--- src/rtl/adc_sample_packer_pkg.sv ---
// Shared definitions for the ADC sample packer: default geometry, slot field
// offsets and parameter-legality helpers.
package adc_sample_packer_pkg;

  localparam int DEF_SAMPLE_WIDTH   = 12;
  localparam int DEF_CH_WIDTH       = 3;
  localparam int DEF_SLOT_WIDTH     = 16;
  localparam int DEF_SLOTS          = 4;
  localparam int DEF_DATA_WIDTH     = 64;
  localparam int DEF_DROP_CNT_WIDTH = 16;

  // Slot layout: {valid, channel, zero pad, sample}
  function automatic int valid_pos(input int slot_width);
    return slot_width - 1;
  endfunction

  function automatic int ch_lsb(input int slot_width, input int ch_width);
    return slot_width - 1 - ch_width;
  endfunction

  function automatic int idx_width(input int slots);
    return (slots > 1) ? $clog2(slots) : 1;
  endfunction

  function automatic bit params_ok(input int sample_width, input int ch_width,
                                   input int slot_width, input int slots,
                                   input int data_width);
    return (slots >= 1) && (slot_width >= sample_width + ch_width + 1) &&
           (data_width == slots * slot_width);
  endfunction

endpackage

--- src/rtl/adc_pack_slot_reg.sv ---
// SLOTS-deep slot accumulator with write index and "full word waiting" flag.
// Exposes the accumulator contents including any slot being written this cycle.
module adc_pack_slot_reg
  import adc_sample_packer_pkg::*;
#(
  parameter int SLOT_WIDTH = DEF_SLOT_WIDTH,
  parameter int SLOTS      = DEF_SLOTS,
  parameter int IDX_W      = idx_width(DEF_SLOTS)
) (
  input  logic                        clk,
  input  logic                        rst_n,
  input  logic                        fill,
  input  logic [SLOT_WIDTH-1:0]       fill_slot,
  input  logic                        clear,
  input  logic                        set_full,
  output logic [SLOTS*SLOT_WIDTH-1:0] acc_word,
  output logic [IDX_W-1:0]            idx,
  output logic                        acc_full,
  output logic                        at_last
);

  logic [SLOTS*SLOT_WIDTH-1:0] acc_q, acc_d;
  logic [IDX_W-1:0]            idx_q, idx_d;
  logic                        full_q, full_d;

  // NOTE: every always_comb output gets a default first so no path can infer a latch.
  always_comb begin
    acc_word = acc_q;
    for (int k = 0; k < SLOTS; k++) begin
      if (fill && idx_q == IDX_W'(k)) acc_word[k*SLOT_WIDTH +: SLOT_WIDTH] = fill_slot;
    end
    acc_d  = clear ? '0 : acc_word;
    idx_d  = clear ? '0 : (fill ? idx_q + 1'b1 : idx_q);
    full_d = clear ? 1'b0 : (set_full | full_q);
  end

  // NOTE: sequential state uses non-blocking assignments so all flops update together.
  always_ff @(posedge clk) begin
    if (!rst_n) begin
      // NOTE: the slot array is a handful of flops, not a RAM, so it is reset like any other state.
      acc_q  <= '0;
      idx_q  <= '0;
      full_q <= 1'b0;
    end else begin
      acc_q  <= acc_d;
      idx_q  <= idx_d;
      full_q <= full_d;
    end
  end

  assign idx      = idx_q;
  assign acc_full = full_q;
  assign at_last  = (idx_q == IDX_W'(SLOTS - 1));

endmodule

--- src/rtl/adc_sample_packer.sv ---
// Packs channel-tagged ADC samples into FIFO words, holds one finished word
// against backpressure and counts samples dropped while both stages are full.
module adc_sample_packer
  import adc_sample_packer_pkg::*;
#(
  parameter int SAMPLE_WIDTH   = DEF_SAMPLE_WIDTH,
  parameter int CH_WIDTH       = DEF_CH_WIDTH,
  parameter int SLOT_WIDTH     = DEF_SLOT_WIDTH,
  parameter int SLOTS          = DEF_SLOTS,
  parameter int DATA_WIDTH     = DEF_DATA_WIDTH,
  parameter int DROP_CNT_WIDTH = DEF_DROP_CNT_WIDTH
) (
  input  logic                      clk,
  input  logic                      rst_n,
  input  logic                      enable,
  input  logic                      sample_valid,
  input  logic [SAMPLE_WIDTH-1:0]   sample_data,
  input  logic [CH_WIDTH-1:0]       sample_ch,
  input  logic                      flush,
  input  logic                      fifo_clear,
  input  logic                      fifo_full,
  output logic                      adc_wr_en,
  output logic [DATA_WIDTH-1:0]     adc_data,
  output logic [DROP_CNT_WIDTH-1:0] drop_cnt,
  output logic                      overflow,
  output logic                      busy
);

  localparam int IDX_W     = idx_width(SLOTS);
  localparam int VALID_POS = valid_pos(SLOT_WIDTH);
  localparam int CH_LSB    = ch_lsb(SLOT_WIDTH, CH_WIDTH);

  if (!params_ok(SAMPLE_WIDTH, CH_WIDTH, SLOT_WIDTH, SLOTS, DATA_WIDTH)) begin : g_bad_params
    $error("adc_sample_packer: illegal slot geometry");
  end

  function automatic logic [SLOT_WIDTH-1:0] pack_slot(input logic [CH_WIDTH-1:0]     ch,
                                                      input logic [SAMPLE_WIDTH-1:0] s);
    logic [SLOT_WIDTH-1:0] w;
    w                     = '0;
    w[VALID_POS]          = 1'b1;
    w[CH_LSB +: CH_WIDTH] = ch;
    w[SAMPLE_WIDTH-1:0]   = s;
    return w;
  endfunction

  logic                      pend_valid_q, pend_valid_d;
  logic [DATA_WIDTH-1:0]     pend_data_q, pend_data_d;
  logic [DROP_CNT_WIDTH-1:0] drop_cnt_q, drop_cnt_d;
  logic                      overflow_q, overflow_d;

  logic                  accept, drop, pend_free, word_done, move, hold, slot_clear;
  logic [DATA_WIDTH-1:0] acc_word;
  logic [IDX_W-1:0]      idx;
  logic                  acc_full, at_last;

  always_comb begin
    accept    = sample_valid & enable & ~acc_full & ~fifo_clear;
    drop      = sample_valid & enable &  acc_full & ~fifo_clear;
    adc_wr_en = pend_valid_q & ~fifo_full & ~fifo_clear;
    pend_free = ~pend_valid_q | adc_wr_en;
    // A held full word keeps asking to move until the pend stage frees up.
    word_done  = acc_full | (accept & at_last) | (flush & ((idx != '0) | accept));
    move       = word_done & pend_free & ~fifo_clear;
    hold       = word_done & ~pend_free & ~fifo_clear;
    slot_clear = move | fifo_clear;

    pend_valid_d = pend_valid_q;
    pend_data_d  = pend_data_q;
    if (fifo_clear) begin
      pend_valid_d = 1'b0;
    end else if (move) begin
      pend_valid_d = 1'b1;
      pend_data_d  = acc_word;
    end else if (adc_wr_en) begin
      pend_valid_d = 1'b0;
    end

    drop_cnt_d = drop_cnt_q;
    if (drop && drop_cnt_q != '1) drop_cnt_d = drop_cnt_q + 1'b1;
    overflow_d = overflow_q | drop;
  end

  adc_pack_slot_reg #(
    .SLOT_WIDTH (SLOT_WIDTH),
    .SLOTS      (SLOTS),
    .IDX_W      (IDX_W)
  ) u_slot_reg (
    .clk       (clk),
    .rst_n     (rst_n),
    .fill      (accept),
    .fill_slot (pack_slot(sample_ch, sample_data)),
    .clear     (slot_clear),
    .set_full  (hold),
    .acc_word  (acc_word),
    .idx       (idx),
    .acc_full  (acc_full),
    .at_last   (at_last)
  );

  always_ff @(posedge clk) begin
    if (!rst_n) begin
      pend_valid_q <= 1'b0;
      pend_data_q  <= '0;
      drop_cnt_q   <= '0;
      overflow_q   <= 1'b0;
    end else begin
      pend_valid_q <= pend_valid_d;
      pend_data_q  <= pend_data_d;
      drop_cnt_q   <= drop_cnt_d;
      overflow_q   <= overflow_d;
    end
  end

  assign adc_data = pend_data_q;
  assign drop_cnt = drop_cnt_q;
  assign overflow = overflow_q;
  assign busy     = (idx != '0) | acc_full | pend_valid_q;

endmodule
--- config.mk ---
export PLATFORM = sky130hd
export DESIGN_NAME = adc_sample_packer
export DESIGN_NICKNAME = d
export VERILOG_FILES = /design/src/rtl/adc_sample_packer_pkg.sv /design/src/rtl/adc_pack_slot_reg.sv /design/src/rtl/adc_sample_packer.sv
export SDC_FILE = /design/constraint.sdc
export NUM_CORES = 1
export LEC_CHECK = 0
export ABC_AREA = 1
export BUFFER_PORTS_ARGS = -buffer_cell sky130_fd_sc_hd__clkbuf_2
export CAP_MARGIN = 20
export CORE_MARGIN = 2
export CORE_UTILIZATION = 25
export DETAILED_ROUTE_END_ITERATION = 7
export REMOVE_ABC_BUFFERS = 1
export SKIP_LAST_GASP = 1
export SYNTH_ARGS = -nofsm -noshare
export SYNTH_HDL_FRONTEND = slang
export SYNTH_SLANG_ARGS = --single-unit
export TNS_END_PERCENT = 20
--- constraint.sdc ---
create_clock -name clk -period 2.25 [get_ports clk]
set_input_delay 0.225 -clock clk [delete_from_list [all_inputs] [get_ports clk]]
set_output_delay 0.225 -clock clk [all_outputs]
set_load 0.01 [all_outputs]
# Yosys cells after proc, flatten, opt, wreduce, memory -nomap -nowiden
# Index checks and enable logic that the tools add are counted.
[classes]
addsub = 2
multipliers = 0
div_mod_pow = 0
n_lt_le_gt_ge = 0
n_eq_ne = 4
shifts = 0
muxes = 6
bitwise_logic = 28
reduce_logical = 11
[ops]
columns = ["cell", "count"]
rows = [
  ["$mux 16", 4],
  ["$add 16x1->16 const B", 1],
  ["$ne 16x16->1 const B", 1],
  ["$and 1x1->1", 13],
  ["$or 1x1->1", 9],
  ["$not 1->1", 6],
  ["$logic_and 1x1->1", 5],
  ["$eq 2x2->1 const B", 2],
  ["$reduce_bool 2->1", 2],
  ["$reduce_or 2->1", 2],
  ["$add 2x1->2 const B", 1],
  ["$eq 2x1->1 const B", 1],
  ["$logic_not 2->1", 1],
  ["$mux 1", 2],
  ["$reduce_and 2->1", 1],
]
[totals]
ff_bits = 149
latch_bits = 0
ramBits = 0
rom_bits = 0
in_bits = 22
out_inout_bits = 83
wordCells = 58
mem_count = 0

# Logic depth before layout (Yosys ltp)
# Gate-level depths: netlist of run 1.
[depth]
depth_word = 10
depth_mapped = 11

# Cells and area by module
# From an unflattened synthesis of run 1, not the netlist that was laid out.
[unflattened]
cells_unflattened = 1231
hier_area_um2 = 7539.7
[by_module_without_submodules]
columns = ["module", "instances", "cells_each", "area_per_inst_um2", "seq_area_each_um2"]
rows = [
  ["adc_sample_packer", 1, 716, 4331.7, 1641.6],
  ["adc_pack_slot_reg", 1, 515, 3208.1, 1341.3],
]

# Worst setup path after synthesis of run 1
# Ideal clock, no wire load.
[synth_timing]
path_type = "register -> register"
start = "register drop_cnt_q[0], in the netlist drop_cnt[0]"
end = "register drop_cnt_q[10], in the netlist drop_cnt[10]"
setup_ns = 0.070
t_arrival_ns = 1.582
slack_ns = 0.598
stages_incl_launch_ff = 9
period_less_slack_ns = 1.652
cell_sequence = "dfxtp_1 > ha_1 > nand3_1 > nor3_2 > nand3_1 > nand2_2 > buf_6 > nand2_1 > a21oi_1"
[synth_via]
elab_chain_len = 2
elab_cells_between_ends = 3
cone_classes = "add/sub: 1; eq/ne: 1; reduce/logical: 1"
[synth_rtl]
columns = ["item", "line_no", "text"]
rows = [
  ["start, declared", "adc_sample_packer.sv:49", "logic [DROP_CNT_WIDTH-1:0] drop_cnt_q, drop_cnt_d;"],
  ["start signal, assigned", "adc_sample_packer.sv:110", "drop_cnt_q <= drop_cnt_d;"],
  ["branches (longest 2 deep; another with $add 16x1->16)", "n/a", ""],
]
# Parallel ways; which one is timed is not known.
# A chain may end at the register's enable or synchronous reset.

# Worst setup path in the final report of run 1
[layout_timing]
start = "register u_slot_reg.idx_q[0], in the netlist u_slot_reg.idx[0]"
end = "output port busy"
[layout_via]
elab_chain_len = 3
[layout_rtl]
columns = ["item", "line_no", "text"]
rows = [
  ["start, declared", "adc_pack_slot_reg.sv:23", "logic [IDX_W-1:0] idx_q, idx_d;"],
  ["start signal, assigned", "adc_pack_slot_reg.sv:46", "idx_q <= idx_d;"],
  ["$reduce_bool 2->1", "adc_sample_packer.sv:118", "assign busy = (idx != '0) | acc_full | pend_valid_q;"],
  ["$or 1x1->1 (2 in series)", "adc_sample_packer.sv:118", ""],
  ["end, declared", "adc_sample_packer.sv:26", "output logic busy"],
]
# Every way passes these cells.

==> results of run 1 <==
## registers in the layout (all words and copies together) (netlist names)
name and flops:
adc_data 64, u_slot_reg.acc_q 64, drop_cnt 16, u_slot_reg.idx 2, overflow 1, pend_valid_q 1, u_slot_reg.acc_full 1
## cells by family (layout without fill, tap and decap cells)
logic type / after synthesis / count (layout) / synth area share [%]
and+or+nand+nor: 612 / 612 / 37.4
buffers and inverters: 293 / 387 / 16.8
DFF: 149 / 149 / 41.9
AOI/OAI and AO/OA: 23 / 23 / 1.62
xor gates and xnor gates: 11 / 11 / 1.35
adders and majority gates: 5 / 5 / 0.880
## stage by stage
step	TNS (ns)	worst slack, ns
after global routing	0	0.114
after floorplan	-226.00	-1.80
after detailed placement	0	0.392
after global placement	0	0.445
after CTS	0	0.266
final	0	0.280
## layout make-up
class                      count  area share [%]
clock buffer                  17            4.91
clock inverter                15            2.24
inverter                     225            9.76
multi-input combinational    651            34.0
sequential                   149            34.5
tap                          378            5.46
timing repair buffer         130            9.13
## cell usage after synthesis
| library cell | n |
|---|---|
| nor2_4 | 1 |
| clkbuf_1 | 17 |
| nand4_1 | 110 |
| a21oi_1 | 16 |
| xnor2_1 | 7 |
| nand2_2 | 4 |
| inv_2 | 1 |
| buf_6 | 6 |
| nor2_1 | 156 |
| buf_4 | 2 |
| buf_1 | 8 |
| nand3_1 | 28 |
| buf_2 | 35 |
| o21ai_0 | 6 |
| inv_1 | 224 |
| nor3_4 | 1 |
| dfxtp_1 | 149 |
| xor2_1 | 4 |
| nand3_2 | 2 |
| nand2_1 | 307 |
| o21ai_1 | 1 |
| nor3_1 | 2 |
| nor3_2 | 1 |
| ha_1 | 5 |
## per-layer routing
metal  wire length [um]  vias to the layer above  track usage [%]
met3               1220                       20             3.83
li1                   -                     3467                -
met2               8790                      159             20.2
met4                237                        0             3.35
met1               9390                     2951             17.7
met5                  0                        -                0
## report_power, final
part | switching, uW | leakage (uW) | internal, uW | total (uW)
clock network | 1250 | 0.000287 | 1780 | 3030
logic | 289 | 0.00252 | 133 | 422
registers | 19.6 | 0.00120 | 2680 | 2700
total | 1560 | 0.00401 | 4590 | 6150
## worst max-delay path, cell delays in order, from the launching register on
cell and delay (ns):
dfxtp_1 0.35, inv_1 0.09, ha_1 0.17, inv_1 0.04, nor2_1 0.29, buf_4 0.20
nand2_1 0.04, clkbuf_2 0.13
## worst max path at each step
stage / end / slack [ns] / cells after the start / start
2_1_floorplan: adc_data[0] / -1.80 / 5 / fifo_clear
3_3_place_gp: u_slot_reg.acc_q[59] / 0.44 / 11 / sample_valid
3_5_place_dp: drop_cnt[0] / 0.39 / 7 / drop_cnt[0]
4_1_cts: busy / 0.27 / 7 / u_slot_reg.idx[0]
5_1_grt: busy / 0.11 / 7 / u_slot_reg.idx[0]
6_report: busy / 0.28 / 7 / u_slot_reg.idx[0]
==> flow_metrics.py, run 1 <==
metrics = {
    "logic_synthesis": {
        "yosys_register_bits": 149,
        "yosys.area.top_type": "dfxtp_1",
        "yosys_warnings": 0,
        "synth_cells": 1093,
        "synth_cell_types": 24,
        "synthTopCellsByArea": "dfxtp_1 (42%), nand2_1 (16%), inv_1 (12%)",
        "synth_area_sq_um": 7110,
        "synthDominantCellAreaShare_pct": 41.9,
        "avgSynthCellArea_sq_um": 6.51,
        "seq_area_frac_synth_pct": 41.9,
    },
    "sta": {
        "rsz0062_at_grt": "false",
        "relSlewSlack_pct": 51.0,
        "setup_viol": 0,
        "fmax_mhz": 508,
        "fin_hold_ws_ns": 0.241,
        "finClkSkew_ns": 0.00791,
        "worst_slew_pin_slew_ns": 0.736,
        "fin_crit_ns": 1.97,
        "fin_crit_sh_pct": 87.6,
        "hold_violations": 0,
        "slew_viol_final": 0,
    },
    "layout": {
        "diodes": 0,
        "multi_input_area_sq_um": 2950,
        "final_area_sq_um": 8660,
        "final_cell_mix": "nand2_1 (306), inv_1 (223), nor2_1 (156)",
        "nFillCells": 3073,
        "post-route-util_pct": 31.0,
        "finalNonFillerCells": 1565,
        "finish.net_count": 1201,
        "final_common_cell": "nand2_1",
        "area_delta_synth_final_pct": 21.7,
        "register_area_sq_um": 2980,
        "drive_gt1_share_pct": 14.7,
    },
    "floorplan": {
        "die_x_um": 173,
        "die_h_um": 173,
        "row_count": 61,
        "dieArea_sq_um": 29800,
        "coreArea_sq_um": 27900,
        "ios": 105,
        "start_util_pct": 25.5,
    },
    "placed_design": {
        "dp.cells": 1533,
        "place_area_sq_um": 8040,
        "portBuffers": 104,
        "hpwl_um": 13000,
        "place.gp.congestion": 0.830,
    },
    "min_path": {
        "min_from": "sample_ch[0]",
        "hold_class": "input port to flop",
        "hold_depth": 5,
        "hold_end": "u_slot_reg.acc_q[12]",
    },
    "drt": {
        "drtAntennaViolNets": 0,
        "avgViaCountPerCell": 4.22,
        "drc": 0,
        "drtIter0Drc": 466,
        "wl_per_cell_um": 12.5,
        "drt_first_pass_iters": 5,
        "num_vias": 6597,
        "wirelength_um": 19600,
    },
    "power_and_ir_drop": {
        "irDropWorstVdd_v": 0.000531,
        "power_density_nw_per_um2": 710,
        "leakage_uw": 0.00401,
        "power.total_uw": 6150,
    },
    "run": {
        "cap_violations": 0,
    },
    "setup_path": {
        "worst_ep_arrival_time_ns": 1.75,
        "critPathMaxFanout": 4,
        "worstReg2RegEnd": "drop_cnt[0]",
        "critPathKind": "flop to output pin",
        "r2r_slack_ns": 0.38,
        "start_kind": "flop",
        "endpoint_kind": "output pin",
        "worst_r2r_path_depth": 7,
        "rr_startpoint": "drop_cnt[0]",
        "crit_required_ns": 2.03,
    },
    "global_route": {
        "grt_max_degree": 68,
        "grt_usage_pct": 13.0,
        "grt_overflow": 0,
        "grt_pass1_wl_um": 31500,
        "antenna_found_initial": 0,
        "grt_pass1_vias": 5799,
    },
    "clock_tree": {
        "cts.sinks": 149,
        "clkLatencyLatePin_ns": 0.42,
        "cts_setup_buffers": 0,
        "cts_buffers": 17,
        "cts_max_level": 4,
        "cts_tree": "done",
        "ctsHoldBuffers": 0,
        "cts-root-buf": "clkbuf_16",
        "clkTransAtPathRegs_ns": 0.07,
        "cts_buffer_depth": 2,
        "cts-resized-gates": 0,
    },
    "outcome": {
        "status": "finished clean",
    },
}
Power figures use the tool's default switching activity.
==> inputs of run 2 (changes only) <==
--- a/config.mk
+++ b/config.mk
@@ -9,10 +9,11 @@
 export BUFFER_PORTS_ARGS = -buffer_cell sky130_fd_sc_hd__clkbuf_2
 export CAP_MARGIN = 20
 export CORE_MARGIN = 2
-export CORE_UTILIZATION = 25
+export CORE_UTILIZATION = 40
 export DETAILED_ROUTE_END_ITERATION = 7
 export REMOVE_ABC_BUFFERS = 1
 export SKIP_LAST_GASP = 1
+export SLEW_MARGIN = 20
 export SYNTH_ARGS = -nofsm -noshare
 export SYNTH_HDL_FRONTEND = slang
 export SYNTH_SLANG_ARGS = --single-unit
==> run 2 against run 1 <==
  * Sequential power is essentially flat
  * Cell area shrank 2.7%
  * Worst hold slack gained 0.014 ns
  * Via count shrank 1.6%
  * Critical path type is now flop to flop
  * Clock skew shrank 0.0031 ns
  * Global-route usage grew 6.8 points
==> flow_metrics.py, run 2 (synthesis gave the netlist of run 1 again) <==
metrics = {
    "sta": {
        "hold_violations": 0,
        "fin_crit_sh_pct": 87.9,
        "fmax_mhz": 506,
        "rsz0062_at_grt": "false",
        "slew_viol_final": 0,
        "setup_viol": 0,
        "fin_crit_ns": 1.98,
        "relSlewSlack_pct": 52.0,
        "setup_slack_ns": 0.273,
        "finClkSkew_ns": 0.00485,
        "tns_ns": 0,
        "worst_slew_pin_slew_ns": 0.718,
    },
    "setup_path": {
        "r2r_slack_ns": 0.27,
        "cp_num_buf_inv": 2,
        "cpPeakStageDelay_ns": 0.39,
        "worst_ep_arrival_time_ns": 2.28,
        "endpoint_kind": "flop",
        "critPathKind": "flop to flop",
        "critPathMaxFanout": 32,
        "cp_cell_sequence": "ha_1 -> a21oi_1 -> nand2_2 -> buf_4 -> nand2_1 -> nand2_2 -> buf_4 -> nor2_1",
        "cpLargestDelayFamily": "buffers and inverters",
        "start_kind": "flop",
        "cp_slowest_cell": "dfxtp_1",
        "crit_required_ns": 2.55,
    },
    "clock_tree": {
        "cts_setup_buffers": 0,
        "clkLatencyLatePin_ns": 0.42,
        "clkTransAtPathRegs_ns": 0.06,
        "cts_tree": "done",
        "cts-resized-gates": 0,
        "cts_buffer_depth": 2,
        "cts.sinks": 149,
        "cts-root-buf": "clkbuf_16",
        "ctsHoldBuffers": 0,
        "cts_max_level": 4,
        "cts_buffers": 17,
    },
    "power_and_ir_drop": {
        "p_comb_share_pct": 6.6,
        "irDropWorstVdd_v": 0.000548,
        "pwr-share-seq_pct": 44.1,
        "swShare_pct": 22.7,
        "leakage_uw": 0.00401,
        "intPower_uw": 4740,
        "power_switching_uw": 1390,
        "power_density_nw_per_um2": 727,
        "clock_power_share_pct": 49.3,
    },
    "global_route": {
        "grt_usage_pct": 19.9,
        "grt_max_degree": 68,
        "grt_overflow": 0,
        "grt_pass1_wl_um": 29400,
        "grt_pass1_vias": 5973,
        "antenna_found_initial": 0,
    },
    "layout": {
        "drive_gt1_share_pct": 14.5,
        "multi_input_area_sq_um": 2950,
        "diodes": 0,
        "final_cell_mix": "nand2_1 (306), inv_1 (223), nor2_1 (156)",
        "nFillCells": 1834,
        "area_delta_synth_final_pct": 18.5,
        "finish.net_count": 1200,
        "register_area_sq_um": 2980,
        "final_common_cell": "nand2_1",
    },
    "placed_design": {
        "portBuffers": 104,
        "hpwl_um": 11700,
        "dpl_worst_slack_ns": 0.191,
        "place.gp.congestion": 0.817,
    },
    "floorplan": {
        "ios": 105,
        "start_util_pct": 41.0,
        "die_x_um": 137,
        "row_count": 48,
        "die_h_um": 137,
        "dieArea_sq_um": 18900,
        "coreArea_sq_um": 17400,
    },
    "drt": {
        "wl_per_cell_um": 12.6,
        "drtIter0Drc": 417,
        "avgViaCountPerCell": 4.60,
        "num_vias": 6490,
        "drtAntennaViolNets": 0,
        "met1_length_um": 8310,
        "highest_layer": "met4",
        "drt_first_pass_iters": 5,
        "drc": 0,
        "routed-wl-met2_um": 8200,
        "wl_met3_um": 897,
        "wirelength_um": 17800,
    },
    "run": {
        "cap_violations": 0,
    },
    "min_path": {
        "hold_class": "input port to flop",
    },
    "outcome": {
        "status": "finished clean",
    },
}
==> run 2: cell count changes in the layout (fill, tap and decap cells not counted), sizes merged <==
cell      before  now
buf           26   25
bufinv         3    4
clkinv         0    5
clkbuf       121  125
clkinvlp       5    1
inv          232  225
==> run 2: metrics by stage <==
step / hold slack (ns) / utilization (%) / cell area [sq um] / total power, uW / instances
final: 0.256 / 48.5 / 8420 / 6130 / 1410
after global routing: 0.273 / 48.5 / 8420 / 6370 / 1410
after CTS: 0.249 / 48.5 / 8420 / 6200 / 1410
after detailed placement: 0.464 / 44.9 / 7800 / 3170 / 1379
after global placement: 0.451 / 44.9 / 7800 / 3170 / 1379
after floorplan: 0.345 / - / 6760 / 2990 / 1025
==> run 2: tightest hold or removal path: cells and delay by family <==
kind	cells	cell delay, ns
buf+inv	2	0.16
simple gates	3	0.25
==> run 2: path summary, 6_finish.rpt <==
| path | from | endpoint | depth (start not counted) |
|---|---|---|---|
| worst max register to register | u_slot_reg.idx[0] | u_slot_reg.acc_q[37] | 8 |
| worst min register to register | overflow | overflow | 2 |
| worst max-delay path | u_slot_reg.idx[0] | u_slot_reg.acc_q[37] | 8 |
| worst min-delay path | sample_data[11] | u_slot_reg.acc_q[11] | 5 |
==> run 2: area by class of cell <==
class                   instances  share of cell area [%]
clock buffers                  21                    5.58
clock inverters                10                    1.81
inverters                     225                    10.0
multi-input cells             651                    35.0
flip-flops and latches        149                    35.4
well taps                     225                    3.34
repair buffers                129                    8.85
==> run 2: routing by layer <==
layer | global-route usage, % | vias up
met5 | 0 | -
met4 | 7.96 | 0
met3 | 4.78 | 25
met2 | 32.3 | 154
met1 | 25.3 | 2840
li1 | - | 3471
==> run 2: power by group through the flow <==
stage	combinational (uW)	sequential [uW]	clock, uW
2_1_floorplan	217	2770	0
3_3_place_gp	409	2760	0
3_5_place_dp	410	2760	0
4_1_cts	412	2700	3090
5_1_grt	467	2700	3200
6_report	407	2700	3020
==> inputs of run 3 (changes only) <==
--- a/config.mk
+++ b/config.mk
@@ -9,8 +9,9 @@
 export BUFFER_PORTS_ARGS = -buffer_cell sky130_fd_sc_hd__clkbuf_2
 export CAP_MARGIN = 20
 export CORE_MARGIN = 2
-export CORE_UTILIZATION = 40
+export CORE_UTILIZATION = 50
 export DETAILED_ROUTE_END_ITERATION = 7
+export PLACE_DENSITY = 0.74
 export REMOVE_ABC_BUFFERS = 1
 export SKIP_LAST_GASP = 1
 export SLEW_MARGIN = 20
==> constraint.sdc (replaced) <==
create_clock -name clk -period 1.7 [get_ports clk]
set_input_delay 0.17 -clock clk [delete_from_list [all_inputs] [get_ports clk]]
set_output_delay 0.17 -clock clk [all_outputs]
set_load 0.01 [all_outputs]
==> run 3 against run 2 <==
  * Sequential cell count did not move
  * Cell count fell by 1.7%
  * Global-route usage rose by 3.8 points
  * Count of clock-buffer cells in the layout did not move
  * Wire length fell by 1.2%
  * Sequential share of layout area fell by 0.81 points
  * Non-clock buffer count rose by 20
  * First-iteration DRC count rose by 49%
  * Register-to-register slack got worse by 0.24 ns
  * Setup slack got worse by 0.24 ns
  * Clock power rose by 35%
  * Combinational power rose by 38%
  * Highest routed layer unchanged
==> flow_metrics.py, run 3 (synthesis gave the netlist of run 1 again) <==
metrics = {
    "outcome": {
        "status": "finished clean",
    },
    "power_and_ir_drop": {
        "intPower_uw": 6390,
        "power_density_nw_per_um2": 952,
        "pwr-share-seq_pct": 43.4,
        "irDropWorstVdd_v": 0.000751,
        "clock_power_share_pct": 49.7,
        "swShare_pct": 22.3,
        "power_switching_uw": 1830,
        "leakage_uw": 0.00415,
        "p_comb_share_pct": 6.8,
    },
    "drt": {
        "wirelength_um": 17600,
        "drt_first_pass_iters": 5,
        "drtAntennaViolNets": 0,
        "num_vias": 6724,
        "drtIter0Drc": 621,
        "wl_per_cell_um": 12.7,
        "drc": 0,
        "avgViaCountPerCell": 4.85,
    },
    "sta": {
        "slew_viol_final": 0,
        "relSlewSlack_pct": 68.6,
        "fin_crit_ns": 1.66,
        "setup_slack_ns": 0.0366,
        "finClkSkew_ns": 0.00605,
        "rsz0062_at_grt": "true",
        "hold_violations": 0,
        "worst_slew_pin_slew_ns": 0.470,
        "fmax_mhz": 601,
        "setup_viol": 0,
        "fin_crit_sh_pct": 97.8,
    },
    "global_route": {
        "grt_overflow": 0,
        "grt_pass1_wl_um": 27800,
        "grt_max_degree": 52,
        "grt_pass1_vias": 5767,
        "antenna_found_initial": 0,
        "grt_usage_pct": 23.6,
    },
    "clock_tree": {
        "clkLatencyLatePin_ns": 0.42,
        "cts_buffer_depth": 2,
        "clkTransAtPathRegs_ns": 0.06,
        "cts_tree": "done",
        "cts_buffers": 17,
        "cts-root-buf": "clkbuf_16",
        "cts.sinks": 149,
        "cts_max_level": 4,
        "ctsHoldBuffers": 0,
    },
    "floorplan": {
        "row_count": 43,
        "die_x_um": 123,
        "dieArea_sq_um": 15200,
        "coreArea_sq_um": 13900,
        "ios": 105,
        "start_util_pct": 51.2,
        "die_h_um": 123,
    },
    "layout": {
        "drive_gt1_share_pct": 16.6,
        "finalNonFillerCells": 1386,
        "finish.net_count": 1221,
        "area_delta_synth_final_pct": 21.5,
        "diodes": 0,
        "final_common_cell": "nand2_1",
        "nFillCells": 1288,
        "final_cell_mix": "nand2_1 (306), inv_1 (221), nor2_1 (154)",
    },
    "setup_path": {
        "cpPeakStageDelay_ns": 0.36,
        "cpLargestDelayFamily": "buffers and inverters",
        "endpoint_kind": "output pin",
        "cp_num_buf_inv": 4,
        "cp_slowest_cell": "dfxtp_4",
        "critPathMaxFanout": 4,
        "start_kind": "flop",
        "crit_required_ns": 1.53,
        "worst_ep_arrival_time_ns": 1.49,
        "critPathKind": "flop to output pin",
        "cp_cell_sequence": "inv_2 -> ha_4 -> inv_1 -> nor2_2 -> buf_4 -> nand2_1 -> buf_2",
    },
    "placed_design": {
        "hpwl_um": 11700,
        "place.gp.congestion": 0.879,
        "dp.cells": 1353,
        "dpl_worst_slack_ns": -0.0447,
        "portBuffers": 104,
    },
    "run": {
        "cap_violations": 0,
    },
    "min_path": {
        "hold_class": "input port to flop",
    },
}
## run 3: changes by cell type in the layout (fill, tap and decap cells not counted), moves of 2 or more
cell / delta
dfxtp_4: +2
nor2_1: -2
buf_4: +14
nor2_2: +2
nand2_4: +2
buf_12: +4
inv_1: -2
dfxtp_1: -2
## run 3: cell type report
cell class	count	area, sq um	area share (%)
Clock inverter	10	178	2.06
Timing Repair Buffer	149	957	11.1
Inverter	225	847	9.80
Sequential cell	149	2990	34.6
Multi-Input combinational cell	652	2990	34.5
Tap cell	180	225	2.61
Clock buffer	21	460	5.33
## run 3: final timing paths
path                     start                  end  slack [ns]  cells after the start
max          u_slot_reg.idx[0]                 busy        0.04                      7
min             sample_data[5]  u_slot_reg.acc_q[5]        0.24                      5
max reg2reg        drop_cnt[1]          drop_cnt[7]        0.04                      7
min reg2reg           overflow             overflow        0.47                      2
## run 3: what timing repair did
action                                  in CTS  in global routing
endpoints found under the hold margin        0                  0
pin swaps                                    0                  3
resized for setup                            1                 17
gates cloned                                 0                  1
endpoints found under the setup margin      10                 48
buffers inserted                             0                  1
## run 3: worst reg2reg max path, delay by kind of cell, from the launching register on
family          cells  cell delay [ns]
compound gates      1             0.15
fa+ha+maj           1             0.20
flops               1             0.38
simple gates        5             0.87
## run 3: stage by stage
stage | instance area (sq um) | total power [uW] | TNS, ns | hold slack [ns] | util [%]
3_5_place_dp | 7940 | 4200 | -0.220 | 0.464 | 57.2
2_1_floorplan | 6760 | 3960 | -291.34 | 0.290 | -
5_1_grt | 8640 | 8510 | -0.231 | 0.239 | 62.3
6_report | 8640 | 8230 | 0 | 0.237 | 62.3
3_3_place_gp | 7940 | 4200 | 0 | 0.457 | 57.2
4_1_cts | 8580 | 8280 | -0.00851 | 0.213 | 61.8
## run 3: layer usage
metal  global-route usage [%]  wire [um]  vias to the layer above
met3                     5.63       1110                       23
met1                     32.5       8300                     2992
met2                     37.0       7920                      202
met4                     6.75        223                        0
li1                         -          -                     3507
met5                        0          0                        -
## run 3: power groups by stage
stage	clock network, uW	logic, uW	registers [uW]
6_report	4090	563	3570
5_1_grt	4310	628	3580
4_1_cts	4140	556	3570
3_5_place_dp	0	553	3650
3_3_place_gp	0	547	3650
2_1_floorplan	0	287	3670
